===== config.mk =====
export PLATFORM = sky130hd
export DESIGN_NAME = uart_receiver
export DESIGN_NICKNAME = d
export VERILOG_FILES = /design/src/rtl/uart_receiver.sv
export SDC_FILE = /design/constraint.sdc
export NUM_CORES = 1
export LEC_CHECK = 0
export ABC_AREA = 1
export CORE_ASPECT_RATIO = 0.6
export CORE_UTILIZATION = 45
export CTS_BUF_LIST = sky130_fd_sc_hd__clkbuf_8
export CTS_CLUSTER_SIZE = 24
export DETAILED_ROUTE_END_ITERATION = 12
export DONT_BUFFER_PORTS = 1
export PLACE_DENSITY = 0.6
export REMOVE_ABC_BUFFERS = 1
export SKIP_CTS_REPAIR_TIMING = 1
export SYNTH_ARGS = -nofsm -noshare
export SYNTH_HDL_FRONTEND = slang
export SYNTH_SLANG_ARGS = --single-unit

===== constraint.sdc =====
create_clock -name sysclk -period 2.8 [get_ports sysclk]
set_input_delay 0.7 -clock sysclk [delete_from_list [all_inputs] [get_ports sysclk]]
set_output_delay 0.7 -clock sysclk [all_outputs]
set_load 0.005 [all_outputs]

===== src/rtl/uart_receiver.sv =====
`default_nettype none
// +------------------------------------------------------------------------+
// | Module  : uart_receiver                                                |
// | Brief   : 8N1 UART receiver with 2-flop synchronizer, mid-bit sampling |
// |           and a first-word-fall-through byte FIFO. Define              |
// |           UART_RX_PARITY_EN to add an even-parity bit to the frame.    |
// | Revision: 1.0 - initial release                                        |
// +------------------------------------------------------------------------+
module uart_receiver #(
  parameter int CLKS_PER_BIT = 868,
  parameter int DEPTH        = 8
) (
  input  logic                     sysclk,
  input  logic                     cpu_resetn,
  input  logic                     uart_rx,
  output logic [7:0]               rx_data,
  output logic                     rx_valid,
  input  logic                     rx_ready,
  output logic [$clog2(DEPTH):0]   rx_count,
  output logic                     frame_err,
  output logic                     overrun,
  output logic                     parity_err
);

  localparam int c_cnt_w = $clog2(CLKS_PER_BIT);
  localparam int c_ptr_w = $clog2(DEPTH);
  localparam int c_occ_w = c_ptr_w + 1;

  localparam logic [c_cnt_w-1:0] c_half_cnt = c_cnt_w'(CLKS_PER_BIT / 2 - 1);
  localparam logic [c_cnt_w-1:0] c_last_cnt = c_cnt_w'(CLKS_PER_BIT - 1);
  localparam logic [c_cnt_w-1:0] c_cnt_one  = c_cnt_w'(1);
  localparam logic [c_ptr_w-1:0] c_ptr_one  = c_ptr_w'(1);
  localparam logic [c_occ_w-1:0] c_occ_one  = c_occ_w'(1);
  localparam logic [c_occ_w-1:0] c_depth    = c_occ_w'(DEPTH);

  typedef enum logic [2:0] {
    S_IDLE      = 3'd0,
    S_START     = 3'd1,
    S_DATA      = 3'd2,
`ifdef UART_RX_PARITY_EN
    S_PARITY    = 3'd3,
`endif
    S_STOP      = 3'd4,
    S_WAIT_HIGH = 3'd5
  } state_t;

  logic               r_sync1;
  logic               r_sync2;
  logic               w_rxs;
  state_t             r_state;
  state_t             w_state_nxt;
  logic [c_cnt_w-1:0] r_cnt;
  logic [c_cnt_w-1:0] w_cnt_nxt;
  logic [2:0]         r_idx;
  logic [2:0]         w_idx_nxt;
  logic [7:0]         r_shift;
  logic [7:0]         w_shift_nxt;
  logic               w_push;
  logic               w_frame_err;
  logic               w_overrun;
  logic               r_frame_err;
  logic               r_overrun;

`ifdef UART_RX_PARITY_EN
  logic               r_par;
  logic               w_par_nxt;
  logic               w_par_ok;
  logic               w_parity_bad;
  logic               r_parity_err;
`endif

  // The line is asynchronous; idle-high reset values avoid a false start.
  always_ff @(posedge sysclk or negedge cpu_resetn) begin
    if (!cpu_resetn) begin
      r_sync1 <= 1'b1;
      r_sync2 <= 1'b1;
    end else begin
      r_sync1 <= uart_rx;
      r_sync2 <= r_sync1;
    end
  end

  assign w_rxs = r_sync2;

`ifdef UART_RX_PARITY_EN
  assign w_par_ok = ~(^{r_shift, r_par});
`endif

  always_ff @(posedge sysclk or negedge cpu_resetn) begin
    if (!cpu_resetn) begin
      r_state <= S_IDLE;
    end else begin
      r_state <= w_state_nxt;
    end
  end

  always_comb begin
    w_state_nxt = r_state;
    w_cnt_nxt   = r_cnt + c_cnt_one;
    w_idx_nxt   = r_idx;
    w_shift_nxt = r_shift;
    w_push      = 1'b0;
    w_frame_err = 1'b0;
`ifdef UART_RX_PARITY_EN
    w_par_nxt    = r_par;
    w_parity_bad = 1'b0;
`endif
    case (r_state)
      S_IDLE: begin
        w_cnt_nxt = '0;
        w_idx_nxt = '0;
        if (!w_rxs) begin
          w_state_nxt = S_START;
        end
      end
      S_START: begin
        // Mid-start-bit check rejects short glitches on the line.
        if (r_cnt == c_half_cnt) begin
          w_cnt_nxt   = '0;
          w_idx_nxt   = '0;
          w_state_nxt = w_rxs ? S_IDLE : S_DATA;
        end
      end
      S_DATA: begin
        if (r_cnt == c_last_cnt) begin
          w_cnt_nxt   = '0;
          w_shift_nxt = {w_rxs, r_shift[7:1]};
          w_idx_nxt   = r_idx + 3'd1;
          if (r_idx == 3'd7) begin
`ifdef UART_RX_PARITY_EN
            w_state_nxt = S_PARITY;
`else
            w_state_nxt = S_STOP;
`endif
          end
        end
      end
`ifdef UART_RX_PARITY_EN
      S_PARITY: begin
        if (r_cnt == c_last_cnt) begin
          w_cnt_nxt   = '0;
          w_par_nxt   = w_rxs;
          w_state_nxt = S_STOP;
        end
      end
`endif
      S_STOP: begin
        if (r_cnt == c_last_cnt) begin
          w_cnt_nxt = '0;
          if (!w_rxs) begin
            w_frame_err = 1'b1;
            w_state_nxt = S_WAIT_HIGH;
          end else begin
`ifdef UART_RX_PARITY_EN
            if (w_par_ok) begin
              w_push = 1'b1;
            end else begin
              w_parity_bad = 1'b1;
            end
`else
            w_push = 1'b1;
`endif
            w_state_nxt = S_IDLE;
          end
        end
      end
      S_WAIT_HIGH: begin
        w_cnt_nxt = '0;
        if (w_rxs) begin
          w_state_nxt = S_IDLE;
        end
      end
      default: begin
        w_cnt_nxt   = '0;
        w_state_nxt = S_IDLE;
      end
    endcase
  end

  always_ff @(posedge sysclk or negedge cpu_resetn) begin
    if (!cpu_resetn) begin
      r_cnt   <= '0;
      r_idx   <= '0;
      r_shift <= '0;
    end else begin
      r_cnt   <= w_cnt_nxt;
      r_idx   <= w_idx_nxt;
      r_shift <= w_shift_nxt;
    end
  end

`ifdef UART_RX_PARITY_EN
  always_ff @(posedge sysclk or negedge cpu_resetn) begin
    if (!cpu_resetn) begin
      r_par        <= 1'b0;
      r_parity_err <= 1'b0;
    end else begin
      r_par        <= w_par_nxt;
      r_parity_err <= w_parity_bad;
    end
  end

  assign parity_err = r_parity_err;
`else
  assign parity_err = 1'b0;
`endif

  // FIFO: separate occupancy counter distinguishes full from empty.
  logic [7:0]         r_mem [DEPTH];
  logic [c_ptr_w-1:0] r_wr_ptr;
  logic [c_ptr_w-1:0] r_rd_ptr;
  logic [c_occ_w-1:0] r_count;
  logic               w_full;
  logic               w_pop;
  logic               w_wr;

  assign w_full    = (r_count == c_depth);
  assign rx_valid  = (r_count != '0);
  assign w_pop     = rx_valid && rx_ready;
  assign w_wr      = w_push && (!w_full || w_pop);
  assign w_overrun = w_push && w_full && !w_pop;
  assign rx_data   = r_mem[r_rd_ptr];
  assign rx_count  = r_count;

  always_ff @(posedge sysclk or negedge cpu_resetn) begin
    if (!cpu_resetn) begin
      for (int i = 0; i < DEPTH; i++) begin
        r_mem[i] <= '0;
      end
    end else if (w_wr) begin
      r_mem[r_wr_ptr] <= r_shift;
    end
  end

  always_ff @(posedge sysclk or negedge cpu_resetn) begin
    if (!cpu_resetn) begin
      r_wr_ptr <= '0;
      r_rd_ptr <= '0;
      r_count  <= '0;
    end else begin
      if (w_wr) begin
        r_wr_ptr <= r_wr_ptr + c_ptr_one;
      end
      if (w_pop) begin
        r_rd_ptr <= r_rd_ptr + c_ptr_one;
      end
      case ({w_wr, w_pop})
        2'b10:   r_count <= r_count + c_occ_one;
        2'b01:   r_count <= r_count - c_occ_one;
        default: r_count <= r_count;
      endcase
    end
  end

  always_ff @(posedge sysclk or negedge cpu_resetn) begin
    if (!cpu_resetn) begin
      r_frame_err <= 1'b0;
      r_overrun   <= 1'b0;
    end else begin
      r_frame_err <= w_frame_err;
      r_overrun   <= w_overrun;
    end
  end

  assign frame_err = r_frame_err;
  assign overrun   = r_overrun;

endmodule
`default_nettype wire


# Word-level counts from Yosys, hierarchy flattened
# Index checks and enable logic that the tools add are counted.
# word_totals
mem_bits_ro,0
output_inout_bits,16
elab_cells,90
mem_bits_rw,0
ff_bits,102
in_bits,4
n_memories,0
latch_bits,0
# op_classes
div,0
bitwise_logic,2
add_sub_neg,6
shifts,0
n_mux,28
eq_ne,16
magnitude_cmp,3
multipliers,0
reduce_logical,16
# op_table
op,n
64-bit bitwise mux,1
3-bit two-way mux,9
8-bit binary-select mux with 3-bit select,1
8-bit demux with 3-bit select,1
8-bit two-way mux,3
10-bit two-way mux,2
10-bit case mux with 2 select lines,1
3-bit case mux with 5 select lines,1
2-bit inequality test (second input constant),6
10-bit by 1-bit adder with 10-bit output (second input constant),1
10-bit equality test (second input constant),1
10-bit by 9-bit equality test with 1-bit output (second input constant),1
3-bit by 1-bit adder with 3-bit output (second input constant),3
3-bit equality test (second input constant),3
3-bit case mux with 3 select lines,1
4-bit >= comparator (second input constant),2
3-bit inverter with 4-bit output,2
4-bit case mux with 2 select lines,1
1-bit two-way mux,6
6-bit AND reduction,1
1-bit logical AND,5
4-bit by 1-bit adder with 4-bit output (second input constant),1
4-bit equality test (second input constant),1
4-bit by 1-bit < comparator with 1-bit output (second input constant),1
other kinds (15),16

# Longest topological paths before layout
# logic_depth
word_depth,6
ltp_mapped,12
depth_no_buf,12

# Worst setup path after synthesis
# OpenSTA, ideal clock, no wires.
# synth_timing
path_kind,reg-to-reg
startpoint,reg r_cnt[0]
endpoint,"reg r_count[2], in the netlist rx_count[2]"
setup_slack_ns,0.677
required_ns,2.672
stages_incl_launch_ff,13
setup_ns,0.128
path_buffers,0
synth_period_minus_slack_ns,2.123
arrival_time_ns,1.995
cell_sequence,dfrtp_1 -> ha_1 -> inv_1 -> nor2_2 -> nand3_1 -> inv_1 -> nand4_1 -> ha_1 -> xor2_1 -> ha_1 -> a21oi_1 -> xor2_1 -> o21ai_0
# synth_via
elab_chain_cells,6
word_cells_on_any_way,8
# synth_lines
element,line,rtl
start: declaration,52,logic [c_cnt_w-1:0] r_cnt;
start signal: assignment,186,r_cnt <= w_cnt_nxt;
10-bit equality test *,148,if (r_cnt == c_last_cnt) begin
1-bit two-way mux *,148,
1-bit two-way mux *,108,case (r_state)
1-bit logical AND *,220,assign w_wr = w_push && (!w_full || w_pop);
2-bit by 1-bit equality test with 1-bit output / 2-bit equality test (equally long branches),247,"case ({w_wr, w_pop})"
4-bit case mux with 2 select lines / 2-bit nonzero test (equally long branches),-,
end signal: assignment,248,2'b10: r_count <= r_count + c_occ_one;
end signal: assignment,249,2'b01: r_count <= r_count - c_occ_one;
end signal: assignment,250,default: r_count <= r_count;
end: declaration,212,logic [c_occ_w-1:0] r_count;
# Mark *: on every way between the ends. The rest lies on a longest branch, timed or not.
# A chain may end at the register's enable or synchronous reset.

# Final worst setup path
# layout_timing
startpoint,reg r_rd_ptr[0]
endpoint,out rx_data[4]
# layout_via
elab_chain_cells,4
# layout_lines
element,line,rtl
start: declaration,211,logic [c_ptr_w-1:0] r_rd_ptr;
start signal: assignment,245,r_rd_ptr <= r_rd_ptr + c_ptr_one;
3-bit inverter with 4-bit output (not written as such),222,assign rx_data = r_mem[r_rd_ptr];
8-bit binary-select mux with 3-bit select,222,
8-bit two-way mux (not written as such) (2 in series),222,
end: declaration,16,"output logic [7:0] rx_data,"
# No other way between the ends. The select of a mux whose other input is x is not followed.

==> results summary <==
For this design the total switching power over the nets is 0.00127 W. The setup-violating endpoint count in the final report is 0. The pin count of the biggest net entering global routing is 103. The total CTS buffers is 9. The I/O pin total is 20. The layout net count came out at 660.

The post-place setup slack came out at 0.396 ns. The TritonCTS clock tree is done. For this run, the slowest stage of the critical path takes 0.47 ns. The proportion of synthesized chip area in sequential cells is 51.0%. During placement, the flow inserted port buffers numbering 0.

The run finished, with violations left. Detailed routing inserted a total of 4,251 vias. The total clock sinks is 102. For the worst setup path, the data arrival time is 1.91 ns. In the final layout, the share of cells above drive strength 1 is 8.29%. The number of distinct standard cells referenced by the synthesized netlist came out at 29. The worst setup path is launched from a register. The root buffer cell chosen for the clock tree is clkbuf_8. In this run the biggest area consumer among cell types represents 49.9% of the synthesized area. After detailed routing, the average wire length per cell comes to 16.3 um. The pin slew with the least headroom to its limit is 0.555 ns. The worst path buffer plus inverter count came out at 1.

The initial antenna violation count came out at 0. Detailed placement ended at an HPWL of 8660 um. The total global-route track usage came out at 23.9%.

The slack of the worst reg-to-reg path came out at 0.37 ns. The floorplan die area is 11,600 um^2. The remaining antenna violation count is 0. The area growth from synthesis to layout is 8.16%. The most common flop cell mapped by yosys is dfrtp_1. In the synthesized netlist the async set-or-reset flop fraction comes to 100%. 0 antenna diodes ended up in the layout. Internal power comes to 0.00231 W. Row generation in the floorplan step produced 29 rows. The critical path goes through buf_4 > o21ai_0 > o22ai_1 > nor2_1 > a31oi_1.

The type of element capturing the critical path is an output pin. The clock latency on the worst-skew pair came out at 0.37 ns. The floorplan step set the die width to 138 um.

Data on the critical path is required at its endpoint by 2.10 ns. The flip-flop and latch count after synthesis is 102. Registers are responsible for 44.6% of the overall power. The chip height came out at 83.8 um. The number of placed instances, taps included, is 773. For this block, the initial DRC count from the detailed router was 520. For this design the static power due to leakage is 2.87 nW.

Setup slack on the critical path of the routed design comes to 0.191 ns. The H-tree depth is 3. The worst relative slew slack came out at 62.7%. Clock-pin slew was measured on the worst setup and hold paths at 0.09 ns. The final cycle utilization of the critical path came out at 93.2%. The first TritonRoute pass finished after 9 iterations. The maximum clock skew at final layout is 0.0106 ns.

The clock passes through at most 2 buffers. The worst-case vdd ir drop is 0.255 mV. Yosys attributes the largest share of cell area to dfrtp_1, nand2_1, nand3_1, nor2_1, o21ai_0. The congestion estimate from routability-driven global placement came to 0.884. The min-delay analysis places its worst path in the category in2async.

The synthesized netlist occupies a cell area of 5010 um^2. The average vias per placed instance came out at 5.38. The maximum clock frequency came out at 383 MHz. Net switching is 35.5% of the power. Global routing finished with a remaining overflow of 0.

For the finished layout, the period the worst path requires is 2.61 ns. The number of pins with negative max-slew slack in the final report came out at 0. The average instance in the mapped netlist occupies 7.79 um^2.

The count of unresolved DRC violations after routing is 6. The wire length of the first global-routing pass is 21,300 um. The total number of yosys warnings is 0.

The total power per unit cell area came out at 660 nW/um^2. Setup repair after global routing left no endpoint under its margin. Yosys mapped a number of flops with a built-in enable equal to 0. The initial core utilization came out at 46.8%. For this design, the slowest cell found on the critical path is dfrtp_1. The checks that failed: design-rule violations. The setup total negative slack is 0 ns. The number of max-cap violations is 0.

Once layout is complete, the cells apart from fillers number 790. The cell family contributing the most delay on the critical path is compound AO/OA/AOI/OAI gates. The setup path with the least slack is of type reg2out. The final number of hold-violating endpoints is 0. After detailed routing, the total wire length is 12,900 um.

The hold slack is 0.151 ns. The count of mapped cells out of synthesis is 644. The combinational power share is 28.8%.

The number of global-route vias before repair came out at 4,055. Summed over all instances, the cell type with the most area after synthesis is dfrtp_1. The core area came out at 10,700 um^2. In this run the worst path has a maximum fanout of 28. The clock network is responsible for 26.6% of the overall power.
[final cells by class]
class / instances / area [um^2]
timing repair buffer: 20 / 183
fill: 1051 / 5280
clock inverter: 5 / 58.8
inverter: 35 / 131
clock buffer: 10 / 138
tap: 139 / 174
multi-input combinational: 479 / 2180
sequential: 102 / 2550
[worst paths after layout]
check | startpoint | end | cells past startpoint
worst max-delay path | r_rd_ptr[0] | rx_data[4] | 5
worst min-delay path | cpu_resetn | r_cnt[8] | 1
worst max register to register | r_cnt[0] | rx_count[2] | 12
worst min register to register | r_sync1 | r_sync2 | 0
max in group asynchronous | cpu_resetn | r_mem[12] | 1
min in group sysclk | uart_rx | r_sync1 | 0
[per-stage QoR]
| step | cell area, um^2 | total power (W) | util (%) |
|---|---|---|---|
| 6_report | 5420 | 0.00358 | 50.7 |
| 5_1_grt | 5420 | 0.00381 | 50.7 |
| 2_1_floorplan | 4860 | 0.00230 | - |
| 4_1_cts | 5380 | 0.00355 | 50.2 |
| 3_5_place_dp | 5180 | 0.00261 | 48.4 |
| 3_3_place_gp | 5180 | 0.00260 | 48.4 |
[cells in the final DEF, fill, tap and decap left out, drive strengths merged, types with 6 or more instances in the layout]
cell and count:
nand2 208, dfrtp 100, nor2 94, nand3 81
o21ai 47, inv 34, buf 20, clkbuf 10
ha 9, o22ai 8, a31oi 8, nand4 7
xor2 6
[Yosys cell counts (all sizes together) (2+ instances only)]
library cell	number
nand2	208
dfrtp	100
nor2	94
nand3	81
o21ai	47
inv	33
buf	19
clkbuf	9
ha	9
a31oi	8
o22ai	8
nand4	7
xor2	6
a21oi	4
clkinv	2
dfstp	2
or2	2
[state kept, by name (all words and copies together), names as in the netlist]
name / count
r_rd_ptr: 3
r_wr_ptr: 3
r_cnt: 10
r_state: 3
r_sync1: 1
r_shift: 8
overrun: 1
r_idx: 3
frame_err: 1
rx_count: 4
r_mem: 64
r_sync2: 1
[logic make-up after synthesis]
group	count (synthesis)	synth area share (%)
buffers and inverters	63	5.59
other	1	0.0748
AOI/OAI and AO/OA	68	7.31
adders and majority gates	9	2.25
and+or+nand+nor	394	32.6
DFF	102	51.0
xor gates and xnor gates	7	1.22
[power groups by stage]
stage | clock (W) | sequential [W] | combinational, W
final | 0.000953 | 0.00160 | 0.00103
after global routing | 0.00104 | 0.00161 | 0.00116
after CTS | 0.000976 | 0.00159 | 0.000984
after detailed placement | 0 | 0.00162 | 0.000981
after global placement | 0 | 0.00162 | 0.000974
after floorplan | 0 | 0.00166 | 0.000635
[routing by layer]
layer | up-vias | track usage [%] | wire length [um]
met5 | - | 0 | 0
met4 | 0 | 5.82 | 128
met3 | 14 | 4.76 | 878
met2 | 142 | 33.2 | 5090
met1 | 2010 | 37.6 | 6800
li1 | 2085 | - | -
Power figures use the tool's default switching activity.
